===== config.mk =====
export PLATFORM = sky130hd
export DESIGN_NAME = score_digits_display
export DESIGN_NICKNAME = d
export VERILOG_FILES = /design/src/rtl/score_display_pkg.sv /design/src/rtl/score_glyph_rom.sv /design/src/rtl/score_digits_display.sv
export SDC_FILE = /design/constraint.sdc
export NUM_CORES = 1
export LEC_CHECK = 0
export CAP_MARGIN = 20
export CORE_MARGIN = 3
export CORE_UTILIZATION = 34
export DETAILED_ROUTE_END_ITERATION = 8
export GPL_TIMING_DRIVEN = 0
export HOLD_SLACK_MARGIN = 0.15
export SYNTH_ARGS = -nofsm -noshare
export SYNTH_HDL_FRONTEND = slang
export SYNTH_SLANG_ARGS = --single-unit

===== constraint.sdc =====
create_clock -name clk -period 3.95 [get_ports clk]
set_input_delay 0.79 -clock clk [delete_from_list [all_inputs] [get_ports clk]]
set_output_delay 0.79 -clock clk [all_outputs]
set_load 0.1 [all_outputs]

===== src/rtl/score_display_pkg.sv =====
// Shared types and constants for the multi-digit score display.
// FSM encodings, BCD digit type and glyph geometry.
package score_display_pkg;

    typedef logic [1:0] fsm_state_t;
    localparam fsm_state_t ST_IDLE   = 2'd0;
    localparam fsm_state_t ST_ADD    = 2'd1;
    localparam fsm_state_t ST_COMMIT = 2'd2;

    typedef logic [3:0] bcd_t;
    localparam bcd_t DIGIT_MAX = 4'd9;

    // Native font size; the font is a 4x8 coarse bitmap scaled by 4.
    localparam int GLYPH_W     = 16;
    localparam int GLYPH_H     = 32;
    localparam int GLYPH_SCALE = 4;

    function automatic bcd_t clamp_digit(input logic [3:0] v);
        return (v > DIGIT_MAX) ? DIGIT_MAX : v;
    endfunction

endpackage


===== src/rtl/score_glyph_rom.sv =====
// Digit font lookup: 16x32 glyphs for 0..9, digits above 9 render empty.
// Purely combinational; no handshake.
// Each glyph is eight 4-bit coarse rows, row 0 in the top nibble.
module score_glyph_rom
    import score_display_pkg::*;
(
    input  bcd_t       digit,
    input  logic [4:0] row,
    input  logic [3:0] col,
    output logic       pixel
);

    logic [31:0] glyph;
    logic [2:0]  nib;
    logic [3:0]  row_bits;

    always_comb begin
        case (digit)
            4'd0:    glyph = 32'h6999_9960;
            4'd1:    glyph = 32'h2622_2270;
            4'd2:    glyph = 32'h6912_48F0;
            4'd3:    glyph = 32'hE116_11E0;
            4'd4:    glyph = 32'h999F_1110;
            4'd5:    glyph = 32'hF8E1_1960;
            4'd6:    glyph = 32'h688E_9960;
            4'd7:    glyph = 32'hF122_4440;
            4'd8:    glyph = 32'h6996_9960;
            4'd9:    glyph = 32'h6997_1160;
            default: glyph = 32'h0000_0000;
        endcase
        nib      = 3'd7 - row[4:2];
        row_bits = glyph[nib*4 +: 4];
        pixel    = row_bits[2'd3 - col[3:2]];
    end

endmodule


===== src/rtl/score_digits_display.sv =====
// BCD score keeper with ripple add FSM, bonus doubling and saturation, plus glyph renderer.
// Add: 1 accept cycle then one cycle per digit and a commit cycle; render: 1-cycle pipeline.
// add_ready is low while an add is in flight; requests seen then are dropped, not queued.
module score_digits_display
    import score_display_pkg::*;
#(
    parameter int       NUM_DIGITS    = 4,
    parameter int       DIGIT_W       = 16,
    parameter int       DIGIT_H       = 32,
    parameter logic [7:0] DIGIT_COLOR = 8'hFF,
    parameter bit       BLANK_LEADING = 1'b1,
    parameter int       BLINK_FRAMES  = 64
) (
    input  logic                    clk,
    input  logic                    reset,
    input  logic [10:0]             offsetX,
    input  logic [10:0]             offsetY,
    input  logic                    InsideRectangle,
    input  logic                    add_valid,
    input  logic [3:0]              add_value,
    output logic                    add_ready,
    input  logic                    bonus,
    input  logic                    lvl_start,
    input  logic                    frame_tick,
    output logic                    drawingRequest,
    output logic [7:0]              RGBout,
    output logic [4*NUM_DIGITS-1:0] score_bcd,
    output logic                    saturated
);

    localparam int IDX_W   = (NUM_DIGITS > 1) ? $clog2(NUM_DIGITS) : 1;
    localparam int COL_W   = (DIGIT_W > 1) ? $clog2(DIGIT_W) : 1;
    localparam int BLINK_W = ($clog2(BLINK_FRAMES + 1) > 4) ? $clog2(BLINK_FRAMES + 1) : 4;

    fsm_state_t              state_q, state_d;
    logic [4*NUM_DIGITS-1:0] work_q, work_d;
    logic [4*NUM_DIGITS-1:0] score_q, score_d;
    logic [IDX_W-1:0]        idx_q, idx_d;
    logic [1:0]              carry_q, carry_d;
    logic [4:0]              addend_q, addend_d;
    logic                    sat_q, sat_d;
    logic                    bonus_q, bonus_d;
    logic [BLINK_W-1:0]      blink_q, blink_d;
    logic                    draw_q, draw_d;

    bcd_t       cur_digit;
    logic [4:0] addend_use;
    logic [4:0] digit_sum;
    logic [1:0] sum_carry;
    bcd_t       sum_digit;

    always_comb begin
        state_d    = state_q;
        work_d     = work_q;
        score_d    = score_q;
        idx_d      = idx_q;
        carry_d    = carry_q;
        addend_d   = addend_q;
        sat_d      = sat_q;
        cur_digit  = work_q[idx_q*4 +: 4];
        addend_use = (idx_q == '0) ? addend_q : 5'd0;
        digit_sum  = 5'(cur_digit) + addend_use + 5'(carry_q);
        if (digit_sum >= 5'd20) begin
            sum_digit = 4'(digit_sum - 5'd20);
            sum_carry = 2'd2;
        end else if (digit_sum >= 5'd10) begin
            sum_digit = 4'(digit_sum - 5'd10);
            sum_carry = 2'd1;
        end else begin
            sum_digit = 4'(digit_sum);
            sum_carry = 2'd0;
        end

        case (state_q)
            ST_IDLE: begin
                if (add_valid) begin
                    addend_d = bonus_q ? {clamp_digit(add_value), 1'b0}
                                       : {1'b0, clamp_digit(add_value)};
                    work_d   = score_q;
                    idx_d    = '0;
                    carry_d  = 2'd0;
                    state_d  = ST_ADD;
                end
            end
            ST_ADD: begin
                work_d[idx_q*4 +: 4] = sum_digit;
                carry_d = sum_carry;
                idx_d   = idx_q + IDX_W'(1);
                // Digit 0 always runs; above it, a zero carry leaves the rest untouched.
                if (idx_q == IDX_W'(NUM_DIGITS - 1) || (sum_carry == 2'd0 && idx_q != '0)) begin
                    state_d = ST_COMMIT;
                end
            end
            ST_COMMIT: begin
                if (carry_q != 2'd0) begin
                    score_d = {NUM_DIGITS{DIGIT_MAX}};
                    sat_d   = 1'b1;
                end else begin
                    score_d = work_q;
                end
                state_d = ST_IDLE;
            end
            default: state_d = ST_IDLE;
        endcase
    end

    always_comb begin
        bonus_d = bonus_q;
        if (bonus) begin
            bonus_d = 1'b1;
        end else if (lvl_start) begin
            bonus_d = 1'b0;
        end
        blink_d = blink_q;
        if (lvl_start) begin
            blink_d = BLINK_W'(BLINK_FRAMES);
        end else if (frame_tick && blink_q != '0) begin
            blink_d = blink_q - BLINK_W'(1);
        end
    end

    logic [NUM_DIGITS-1:0] blank_vec;
    logic                  nz_seen;

    always_comb begin
        nz_seen   = 1'b0;
        blank_vec = '0;
        for (int d = NUM_DIGITS - 1; d >= 0; d--) begin
            nz_seen      = nz_seen | (score_q[d*4 +: 4] != 4'd0);
            blank_vec[d] = BLANK_LEADING && !nz_seen && (d != 0);
        end
    end

    logic [10:0]      slot;
    logic [10:0]      col_ext;
    logic [IDX_W-1:0] dsel;
    logic             in_slot;
    logic             in_glyph;
    logic             blink_hide;
    logic             glyph_pix;

    always_comb begin
        slot       = offsetX >> COL_W;
        col_ext    = offsetX & 11'(DIGIT_W - 1);
        in_slot    = slot < 11'(NUM_DIGITS);
        dsel       = IDX_W'(NUM_DIGITS - 1) - slot[IDX_W-1:0];
        in_glyph   = (offsetY < 11'(DIGIT_H)) && (offsetY < 11'(GLYPH_H)) &&
                     (col_ext < 11'(GLYPH_W));
        blink_hide = (blink_q != '0) && blink_q[3];
        draw_d     = InsideRectangle && in_slot && in_glyph && !blank_vec[dsel] &&
                     !blink_hide && glyph_pix;
    end

    score_glyph_rom u_rom (
        .digit (score_q[dsel*4 +: 4]),
        .row   (offsetY[4:0]),
        .col   (col_ext[3:0]),
        .pixel (glyph_pix)
    );

    always_ff @(posedge clk or posedge reset) begin
        if (reset) begin
            state_q  <= ST_IDLE;
            work_q   <= '0;
            score_q  <= '0;
            idx_q    <= '0;
            carry_q  <= 2'd0;
            addend_q <= 5'd0;
            sat_q    <= 1'b0;
            bonus_q  <= 1'b0;
            blink_q  <= '0;
            draw_q   <= 1'b0;
        end else begin
            state_q  <= state_d;
            work_q   <= work_d;
            score_q  <= score_d;
            idx_q    <= idx_d;
            carry_q  <= carry_d;
            addend_q <= addend_d;
            sat_q    <= sat_d;
            bonus_q  <= bonus_d;
            blink_q  <= blink_d;
            draw_q   <= draw_d;
        end
    end

    assign add_ready      = (state_q == ST_IDLE);
    assign drawingRequest = draw_q;
    assign RGBout         = DIGIT_COLOR;
    assign score_bcd      = score_q;
    assign saturated      = sat_q;

endmodule


==> flow_summary.rst <==
.. list-table::
   :header-rows: 1

   * - Metric
     - Value
   * - Run status
     - finished, final reports clean
   * - Startpoint type of the worst setup path
     - flop
   * - Post-synth design cell area
     - around 3600 µm²
   * - Number of flops mapped to enable cells by yosys
     - 0
   * - DP HPWL
     - 7.224 mm
   * - Dominant combinational cell family by area after synthesis
     - compound AO/OA/AOI/OAI gates
   * - Antenna diodes
     - 0
   * - Setup-violating endpoint count in the final report
     - 0
   * - Internal reg-to-reg setup slack
     - approximately 90 ps
   * - Hold Violations, Final
     - 0
   * - Number of warnings reported in the yosys synthesis log
     - 0
   * - Final worst path period need
     - roughly 3900 ps
   * - Die height
     - approximately 110 µm
   * - Total die area
     - between 10000 and 15000 µm²
   * - Unique cell type count in the Yosys netlist
     - 56
   * - Vias
     - roughly 3200
   * - GRT Residual Overflow
     - 0
   * - Start-to-end type of the worst setup path
     - flop to flop
   * - Critical path endpoint category
     - flop
   * - Remaining number of nets flagged by the antenna check after routing
     - 0
   * - Most frequent cells after synthesis
     - dfrtp_1, o21ai_0, nand2_1
   * - Critical-path maximum fanout
     - 6
   * - Share of synthesized flip-flops with an asynchronous set or reset
     - 1.000
   * - Total count of max-transition violations in the final report
     - 0
   * - Total CTS buffers
     - 5
   * - Hold worst-path end
     - addend_q[4]
   * - Max_cap viols
     - 0
   * - Worst Reg2Reg Path Length in Cells
     - 14
   * - Final-layout setup total negative slack
     - 0 ps
   * - Placement Cell Area
     - approximately 4300 µm²
   * - Routed via count divided by cell count
     - around 5.4
   * - Final net count
     - 514
   * - Placer congestion estimate
     - between 0.8 and 0.9
   * - Register clock-pin slew on the reported worst setup and hold paths
     - 110 ps
   * - CTS tree
     - built
   * - Share of the synthesized area in the top cell type
     - 0.3645
   * - Starting density of the core
     - 0.3509
   * - Worst Hold Class
     - flop to flop
   * - Area growth, synth to finish
     - 26.41%
   * - Cells taking the most area after synthesis
     - dfrtp_1, ha_1, o21ai_0
   * - H-Tree Level Count
     - 2
   * - Largest net degree at the start of global routing
     - 43
   * - CP Data Required Time
     - just over 4000 ps
   * - Design area
     - 4599 µm²
   * - Reg2reg end
     - work_q[7]
   * - Worst slew margin relative to its limit
     - 0.3410
   * - Synthesized instance count
     - just under 400
   * - Initial antenna violation count
     - 0
   * - Area share of and/or/nand/nor cells after synthesis
     - 0.1578
   * - Worst flop-to-flop path startpoint
     - idx_q[0]
   * - Initial DRC Count
     - slightly below 200
   * - Overall global routing resource usage
     - 0.1614
   * - Overall routed net length
     - 9.731 mm
   * - Clock latency reported for the late side of the worst-skew pair
     - 310 ps
   * - Core footprint
     - around 10000 µm²
   * - Final Skew
     - around 16 ps
   * - Clock Path Buffers
     - 2
   * - Hold buffer count at cts
     - 0
   * - Actual slew at the worst max-slew pin
     - 985.4 ps
   * - Total clock sinks
     - 53
   * - Adder and majority gate portion of the synthesized area
     - 0.08872
   * - Wire length of the first global-routing pass
     - 15.32 mm
   * - Post-synthesis xor/xnor area fraction
     - 0.02648
   * - Number of global-route vias before repair
     - approximately 3000
   * - Drt wl/cell
     - 16.38 µm
   * - Worst EP arrival
     - between 4000 and 5000 ps
   * - Post-synthesis mux area share
     - 0.08631
   * - Synthesis-stage register bit count
     - 53
   * - Timing-limited maximum frequency
     - around 260 MHz
   * - Total number of placement rows
     - 37
   * - Fraction of final layout cells sized beyond drive strength 1
     - 0.1354
   * - Top FF cell, synth
     - dfrtp_1
   * - Horizontal die dimension
     - about 110 µm
   * - Number of port buffers
     - 43
   * - Cell type contributing the most total cell area after synthesis
     - dfrtp_1
   * - Total DRC errors in the routed layout
     - 0
   * - First drt pass iteration count
     - 5
   * - Post-route clock period utilization
     - 0.9773
   * - Cell with the most instances after synthesis
     - dfrtp_1
   * - Clk Tree Root Cell
     - clkbuf_8
   * - Complex-gate fraction of the synthesized area
     - 0.2118
   * - Sequential area share after synthesis
     - 0.3645
   * - # IOs
     - 60
   * - Worst Min Path Start
     - addend_q[4]
   * - Cell depth of the worst min-delay path
     - 2
   * - Post-synthesis area per instance
     - 9.329 µm²
==> flip-flops by register name, indices dropped and copies added (netlist names), 2 cells and up <==
| register | cells |
|---|---|
| addend_q | 5 |
| blink_q | 7 |
| carry_q | 2 |
| idx_q | 2 |
| score_bcd | 16 |
| state_q | 2 |
| work_q | 16 |
==> final cells by class <==
type                       instances  area [µm²]
fill                            1019        5771
multi-input combinational        294        2213
sequential                        53        1328
timing repair buffer              53       530.5
tap                              136       170.2
buffer                            24       143.9
inverter                          26       101.3
clock buffer                       5       68.82
clock inverter                     3       43.79
==> routing by layer <==
metal  up-vias  part of all wire  GRT usage
met5         -                 0          0
li1       1542                 -          -
met3        13             0.066    0.02584
met1      1550              0.44     0.2245
met2       120              0.48     0.2698
met4         0             0.011    0.02582
==> metrics by stage <==
step / setup WS [ps] / hold WS (ps) / cells / utilization
floorplan: 29.68 / 438.6 / 397 / -
finish: 89.55 / 478.4 / 594 / 0.4435
global placement: -471.4 / 457.1 / 576 / 0.4122
CTS: 43.26 / 482.3 / 589 / 0.4326
global route: -30.09 / 513.0 / 594 / 0.4435
detailed placement: -517.8 / 456.6 / 577 / 0.4141
==> layout by cell type (no fill, tap or decap), types with 6 or more instances in the layout <==
cell type,synthesis,layout
a21oi_1,18,18
ha_1,21,18
mux4_2,8,8
dfrtp_1,53,52
inv_1,26,23
clkbuf_1,10,9
a22o_1,8,8
conb_1,1,8
nand4_1,7,7
mux2i_1,10,8
nor2_1,25,25
nor3_1,8,8
buf_4,8,16
nand2_1,32,32
clkdlybuf4s50_1,0,43
o22a_1,8,8
o21ai_0,36,31
nor2b_1,7,6
nand3_1,8,8
==> cells by family (layout without fill, tap and decap cells) <==
| kind of cell | count (synthesis) | count (layout) |
|---|---|---|
| AOI/OAI and AO/OA | 115 | 115 |
| xor gates and xnor gates | 11 | 11 |
| and+or+nand+nor | 115 | 115 |
| muxes | 21 | 21 |
| DFF | 53 | 53 |
| adders and majority gates | 24 | 24 |
| other | 1 | 8 |
| buffers and inverters | 50 | 111 |
==> worst max-delay path by stage <==
stage	from	end	slack [ps]	cells after the start
after floorplan	idx_q[0]	work_q[7]	30	14
after global placement	idx_q[0]	work_q[7]	-470	16
after detailed placement	idx_q[0]	work_q[3]	-520	16
after CTS	idx_q[0]	work_q[11]	40	14
after global routing	idx_q[0]	work_q[7]	-30	16
final	idx_q[0]	work_q[7]	90	14
==> critical path, stage by stage, from the launching register on <==
cell and delay (ps):
dfrtp_1 390, buf_8 150, mux4_2 540, fa_1 500, ha_2 180, inv_1 60
fa_2 510, inv_2 110, ha_4 120, inv_1 30, o311a_1 310, or2_4 290
mux2i_4 280, a2bb2oi_1 180, o21ai_1 70
==> timing repair <==
item                                    in CTS  in global routing
setup buffers                                4                  5
pin swaps                                    1                  9
resized for setup                            9                 20
gates cloned                                 0                  0
endpoints found under the setup margin      12                 12
Power is left out: the tool's default activity adds up to more than one toggle a clock period on the data nets, which glitch-free logic cannot reach.
